### config.mk
export PLATFORM = sky130hd
export DESIGN_NAME = adder_arbiter
export DESIGN_NICKNAME = d
export VERILOG_FILES = /design/src/rtl/adder_pkg.sv /design/src/rtl/sm_adder.sv /design/src/rtl/adder_arbiter.sv
export SDC_FILE = /design/constraint.sdc
export NUM_CORES = 1
export LEC_CHECK = 0
export ABC_AREA = 1
export CAP_MARGIN = 0
export CORE_MARGIN = 2
export CORE_UTILIZATION = 59
export DETAILED_ROUTE_END_ITERATION = 12
export PLACE_DENSITY = 0.87
export SLEW_MARGIN = 5
export SYNTH_ARGS = -nofsm -noshare
export SYNTH_HDL_FRONTEND = slang
export SYNTH_SLANG_ARGS = --single-unit
### constraint.sdc
create_clock -name clk -period 5.8 [get_ports clk]
set_clock_uncertainty 0.15 [all_clocks]
set_input_delay 0.87 -clock clk [delete_from_list [all_inputs] [get_ports clk]]
set_output_delay 0.87 -clock clk [all_outputs]
set_load 0.005 [all_outputs]
### src/rtl/adder_pkg.sv
// Shared types for the two-requester sign-magnitude adder arbiter.
// The optional overflow flag is enabled by defining ADDER_ARB_OVF_EN.
package adder_pkg;

    localparam int SIGN_BIT = 15;
    localparam int MAG_W    = 15;

    typedef logic [15:0] sm_word_t;

    typedef enum logic [1:0] {
        ST_IDLE    = 2'd0,
        ST_COMPUTE = 2'd1,
        ST_HOLD    = 2'd2
    } state_t;

endpackage

### src/rtl/sm_adder.sv
// Combinational sign-magnitude adder: 15-bit magnitude wrap, never emits -0.
// carry_o reports a carry out of the magnitude on equal-sign additions only.
module sm_adder
    import adder_pkg::*;
(
    input  sm_word_t a_i,
    input  sm_word_t b_i,
    output sm_word_t sum_o,
    output logic     carry_o
);

    logic [MAG_W-1:0] mag_a;
    logic [MAG_W-1:0] mag_b;
    logic [MAG_W-1:0] mag_r;
    logic [MAG_W:0]   add_full;
    logic             sgn_a;
    logic             sgn_b;
    logic             sgn_r;

    always_comb begin
        mag_a    = a_i[MAG_W-1:0];
        mag_b    = b_i[MAG_W-1:0];
        // A -0 operand behaves as +0 so it never steers the result sign.
        sgn_a    = a_i[SIGN_BIT] && (mag_a != '0);
        sgn_b    = b_i[SIGN_BIT] && (mag_b != '0);
        add_full = {1'b0, mag_a} + {1'b0, mag_b};
        mag_r    = '0;
        sgn_r    = 1'b0;
        carry_o  = 1'b0;
        if (sgn_a == sgn_b) begin
            mag_r   = add_full[MAG_W-1:0];
            sgn_r   = sgn_a;
            carry_o = add_full[MAG_W];
        end else if (mag_a >= mag_b) begin
            mag_r = mag_a - mag_b;
            sgn_r = sgn_a;
        end else begin
            mag_r = mag_b - mag_a;
            sgn_r = sgn_b;
        end
        sum_o = {sgn_r && (mag_r != '0), mag_r};
    end

endmodule

### src/rtl/adder_arbiter.sv
// Round-robin arbiter sharing one sign-magnitude adder between two requesters.
// Accept -> COMPUTE -> HOLD; rsp_ovf exists only when ADDER_ARB_OVF_EN is defined.
module adder_arbiter
    import adder_pkg::*;
#(
    parameter bit RR_INIT = 1'b0
) (
    input  logic        clk,
    input  logic        reset,
    input  logic        req0_valid,
    output logic        req0_ready,
    input  logic [15:0] req0_a,
    input  logic [15:0] req0_b,
    input  logic        req1_valid,
    output logic        req1_ready,
    input  logic [15:0] req1_a,
    input  logic [15:0] req1_b,
    output logic        rsp_valid,
    input  logic        rsp_ready,
    output logic [15:0] rsp_sum,
    output logic        rsp_id
`ifdef ADDER_ARB_OVF_EN
    ,
    output logic        rsp_ovf
`endif
);

    state_t   state_q;
    logic     ptr_q;
    sm_word_t op_a_q;
    sm_word_t op_b_q;
    logic     op_id_q;
    logic     rsp_valid_q;
    sm_word_t rsp_sum_q;
    logic     rsp_id_q;
    sm_word_t add_sum;
    logic     add_carry;
    logic     gnt;
    logic     accept;

    // Contention goes to the pointer; otherwise whichever requester is valid.
    assign gnt    = (req0_valid && req1_valid) ? ptr_q : req1_valid;
    assign accept = (state_q == ST_IDLE) && (req0_valid || req1_valid);

    assign req0_ready = !reset && (state_q == ST_IDLE) && !gnt;
    assign req1_ready = !reset && (state_q == ST_IDLE) && gnt;

    sm_adder u_sm_adder (
        .a_i     (op_a_q),
        .b_i     (op_b_q),
        .sum_o   (add_sum),
        .carry_o (add_carry)
    );

`ifdef ADDER_ARB_OVF_EN
    logic rsp_ovf_q;
    assign rsp_ovf = rsp_ovf_q;
`else
    logic unused_add_carry;
    assign unused_add_carry = add_carry;
`endif

    always_ff @(posedge clk or posedge reset) begin
        if (reset) begin
            state_q     <= ST_IDLE;
            ptr_q       <= RR_INIT;
            op_a_q      <= '0;
            op_b_q      <= '0;
            op_id_q     <= 1'b0;
            rsp_valid_q <= 1'b0;
            rsp_sum_q   <= '0;
            rsp_id_q    <= 1'b0;
`ifdef ADDER_ARB_OVF_EN
            rsp_ovf_q   <= 1'b0;
`endif
        end else begin
            case (state_q)
                ST_IDLE: begin
                    if (accept) begin
                        op_a_q  <= gnt ? req1_a : req0_a;
                        op_b_q  <= gnt ? req1_b : req0_b;
                        op_id_q <= gnt;
                        ptr_q   <= ~gnt;
                        state_q <= ST_COMPUTE;
                    end
                end
                ST_COMPUTE: begin
                    rsp_sum_q   <= add_sum;
                    rsp_id_q    <= op_id_q;
`ifdef ADDER_ARB_OVF_EN
                    rsp_ovf_q   <= add_carry;
`endif
                    rsp_valid_q <= 1'b1;
                    state_q     <= ST_HOLD;
                end
                ST_HOLD: begin
                    if (rsp_ready) begin
                        rsp_valid_q <= 1'b0;
                        state_q     <= ST_IDLE;
                    end
                end
                default: state_q <= ST_IDLE;
            endcase
        end
    end

    assign rsp_valid = rsp_valid_q;
    assign rsp_sum   = rsp_sum_q;
    assign rsp_id    = rsp_id_q;

endmodule

After elaboration in Yosys (flattened, before gate mapping) --
Cells that the tools add are included. Widths: inputs -> output; s select.
Storage, ports and cells: bits of input ports 69, word-level logic and storage cells 49, output and inout bits 20, bits in registers 54
Operators by class: multiplexer cells 12, magnitude comparators 1, reduce and logical (&&, ||, !) cells 19, add/sub/neg operators 3, equal/unequal tests 5, bitwise logic cells 1
Operators with widths (number):
- $reduce_bool 15->1 | 3
- $mux 16 | 2
- $mux 15 | 2
- $sub 15x15->15 | 2
- $add 15x15->15 | 1
- $ge 15x15->1 | 1
- $logic_and 1x1->1 | 8
- $pmux 2 s3 | 1
- $reduce_and 2->1 | 3
- $mux 1 | 4
- $mux 2 | 2
- $ne 2x2->1 const B | 2
- $eq 2x1->1 const B | 1
- $eq 2x2->1 const B | 1
- $logic_not 1->1 | 2
- $logic_not 2->1 | 1
- $pmux 1 s2 | 1
- $reduce_bool 2->1 | 1
- $eq 1x1->1 | 1
- $logic_or 1x1->1 | 1
- $not 1->1 | 1

Depth between registers and ports, before layout --
depth in word-level cells 6, mapped depth 20, mapped depth without buffers 19

Hierarchy --
A second synthesis with hierarchy kept.
Second synthesis, totals: cells, all modules 1004, area total of the unflattened synthesis 6212.2 um^2
Modules (own cells, without submodules):
- sm_adder | sequential area each 0.0 um^2, area each 3385.7 um^2, cells each 632, times used 1
- adder_arbiter | sequential area each 1351.3 um^2, area each 2826.5 um^2, cells each 372, times used 1

Least setup slack after synthesis --
Ideal clock, no wire load.
path type input to output, start in req0_valid, end out req0_ready, setup slack 3.283 ns, data arrival time 1.497 ns, buffers on the path 1, cell stages on the path 5, required time 4.780 ns, cell sequence nand2_1 nand2_1 inv_1 clkbuf_1 nor3_1
On the way: word-level cells in the longest chain between the ends 4
RTL lines:
- from (decl) | line adder_arbiter.sv:10 | input logic req0_valid,
- $logic_and 1x1->1 | line adder_arbiter.sv:42 | assign gnt = (req0_valid && req1_valid) ? ptr_q : req1_valid;
- $mux 1 | line adder_arbiter.sv:42
- $logic_not 1->1 | line adder_arbiter.sv:45 | assign req0_ready = !reset && (state_q == ST_IDLE) && !gnt;
- $logic_and 1x1->1 | line adder_arbiter.sv:45
- to (decl) | line adder_arbiter.sv:11 | output logic req0_ready,
Every way passes these cells.

Worst setup path after layout --
Ends and elaborated chain as after synthesis.

==> impl_results.md <==
* Antenna Nets Post-Route at 0
* Final Setup Violations at 0
* Final hold viol count at 0
* Via count at around 5500
* Synth Warn # at 0
* GRT Total Usage at a little under a third
* Setup bufs post-CTS at 0
* Drt drc at 0
* Synthesis-to-finish area growth at 18.3%
* Core region area at between 0.008 and 0.009 mm²
* CP max FO at 34
* Setup tns final at 0 ns
* Crit. End Element: output pin
* Hold Buf Count CTS at 0
* Die Width at slightly below 100 µm
* IO Count at 89
* Worst path arrival time at slightly below 3 ns
* Fin crit share at 68.8%
* Post-CTS Resized at 0
* RSZ-0062 raised after global routing: no
* Cell variety after synth at 34
* Synthesized instance count at about 810
* Vias in the first global route at between 5000 and 6000
* Synthesized cell area at between 0.005 and 0.006 mm²
* #FFs+latches synth at 54
* Post-synth EDFFs at 0
* Vias per inst at about 5.6
* Layout cells sized above 1 at between 4 and 5%
* Async set-reset flop share out of synthesis at between 90% and 100%
* Worst hold path stage count at 2
* Outcome: complete, no violations
* Initial antenna violation count at 0
* Largest net degree at the start of global routing at between 50 and 60
* First-pass GRT wire length at ~25000 µm
* CTS Buf Count at 5
* CTS root buffer: clkbuf_8
* Hold_sp: rsp_sum[4]
* IO Port Bufs at slightly below 90
* Critical R2R Launch: op_a_q[12]
* Max Cap Viol at 0
* Worst slew pin tran at around 1.1 ns
* RD Place Congestion at 0.957
* Die area at 0.00966 mm²
* Initial drt markers at between 400 and 500
* Synth Flop Type: dfrtp_1
* Sequential fraction of the synthesis area at 25.8%
* Fin crit period at 3.99 ns
* Endpoint, Worst Hold: rsp_sum[4]
* Clock sink count at 54
* Clk slew on worst S/H paths at approximately 0.11 ns
* Syn Area/Cell at about 6.5 µm²
* Final nets at 995
* CP required at 4.78 ns
* Setup crit start kind: input pin
* Reg2reg end: rsp_sum[15]
* Slew Limit Headroom at 26.4%
* H-Tree Depth at 2
* Antenna Cells at 0
* Syn_nets at between 900 and 1000
* FF-to-FF path depth at 17
* Gr ovfl total at 0
* Post-Route WL at ~15000 µm
* Crit Path Category: input pin to output pin
* Pre-antenna DRT Iters at 8
* CTS tree: done
* Worst hold path class: flop to flop
* Fillers at about 700
* Row count at 34
* Dpl hpwl at approximately 13000 µm
* WL per Instance at between 15 and 20 µm
* Reg2Reg Setup Slack at 2.74 ns
* Starting Density at between 60% and 70%
* Top achievable clock speed at about 250 MHz
* Slew Viols, Final at 0
* Latest clock arrival within the worst-skew pair at 0.32 ns
* Hold slack final at roughly 0.34 ns
* Die Y at ~100 µm
* CTS max path bufs at 2
==> layout make-up <==
class,instances,area (µm²),area share (%)
Sequential cell,54,1350,21.8
Clock buffer,5,68.8,1.11
Timing Repair Buffer,91,903,14.6
Clock inverter,3,28.8,0.464
Multi-Input combinational cell,609,3280,52.9
Tap cell,108,135,2.18
Inverter,115,432,6.96
==> through the flow <==
step | cell area [µm²] | util [%] | cells | setup slack [ns]
2_1_floorplan | 5240 | - | 807 | 3.28
5_1_grt | 6200 | 71.5 | 985 | 1.55
3_5_place_dp | 6110 | 70.4 | 977 | 1.80
6_report | 6200 | 71.5 | 985 | 1.81
4_1_cts | 6200 | 71.5 | 985 | 1.81
3_3_place_gp | 6110 | 70.4 | 977 | 1.87
==> Yosys cell counts (all sizes together) (2+ instances only) <==
library cell / number / area share (%)
a21oi: 36 / 3.5
xor2: 17 / 2.8
xnor2: 2 / 0.33
a31oi: 8 / 0.95
o21bai: 5 / 0.72
ha: 47 / 11
nand4: 8 / 0.95
nor3: 5 / 0.48
fa: 3 / 1.1
nand2: 237 / 18
clkbuf: 16 / 1.1
o22ai: 32 / 3.8
o21ai: 49 / 4.7
dfrtp: 54 / 26
nand3: 60 / 6.2
buf: 13 / 2.2
inv: 114 / 8.2
nor2: 96 / 7.4
and2: 2 / 0.24
==> how the worst max path moves through the flow <==
stage                     slack, ns          to        from  cells after the start
after global routing           1.55  req0_ready  req0_valid                      7
final                          1.81  req0_ready  req0_valid                      7
after detailed placement       1.80  req0_ready  req0_valid                      7
after global placement         1.87  req0_ready  req0_valid                      7
after floorplan                3.28  req0_ready  req0_valid                      5
after CTS                      1.81  req0_ready  req0_valid                      7
==> kinds of logic (layout without fill, tap and decap cells) <==
logic type      count (synthesis)  count (layout)  synth area share, %
fa+ha+maj                      50              50                 12.4
buf+inv                       144             214                 11.6
xor+xnor                       19              19                 3.17
flops                          54              54                 25.8
simple gates                  408             408                 33.2
compound gates                132             132                 14.0
==> registers in the layout (all words and copies together), names as in the netlist <==
register	flops
op_b_q	16
ptr_q	1
rsp_id	1
state_q	2
rsp_sum	16
op_a_q	16
rsp_valid	1
op_id_q	1
==> critical path, cell delays in order <==
cell and delay [ns]:
clkdlybuf4s50_1 0.49, nand2_1 0.06, nand2_1 0.05, buf_4 0.30
inv_1 0.41, nor3_1 0.25, clkdlybuf4s50_1 0.54
==> per-layer routing <==
metal / up-vias / GRT usage [%] / routed length [µm]
met5: - / 0 / 0
met3: 36 / 5.08 / 1070
met1: 2466 / 41.8 / 6740
met2: 271 / 54.1 / 7190
li1: 2706 / - / -
met4: 0 / 9.59 / 376
==> cells in the final DEF (no fill, tap or decap), drive strengths merged, types with 5 or more instances in the layout <==
cell and instances:
nand2 237, inv 115, nor2 96, clkdlybuf4s50 88
nand3 60, dfrtp 54, o21ai 49, ha 47
a21oi 36, o22ai 32, xor2 17, nand4 8
a31oi 8, nor3 5, o21bai 5, clkbuf 5
Power is left out: the tool's default activity adds up to more than one toggle a clock period on the data nets, which glitch-free logic cannot reach.
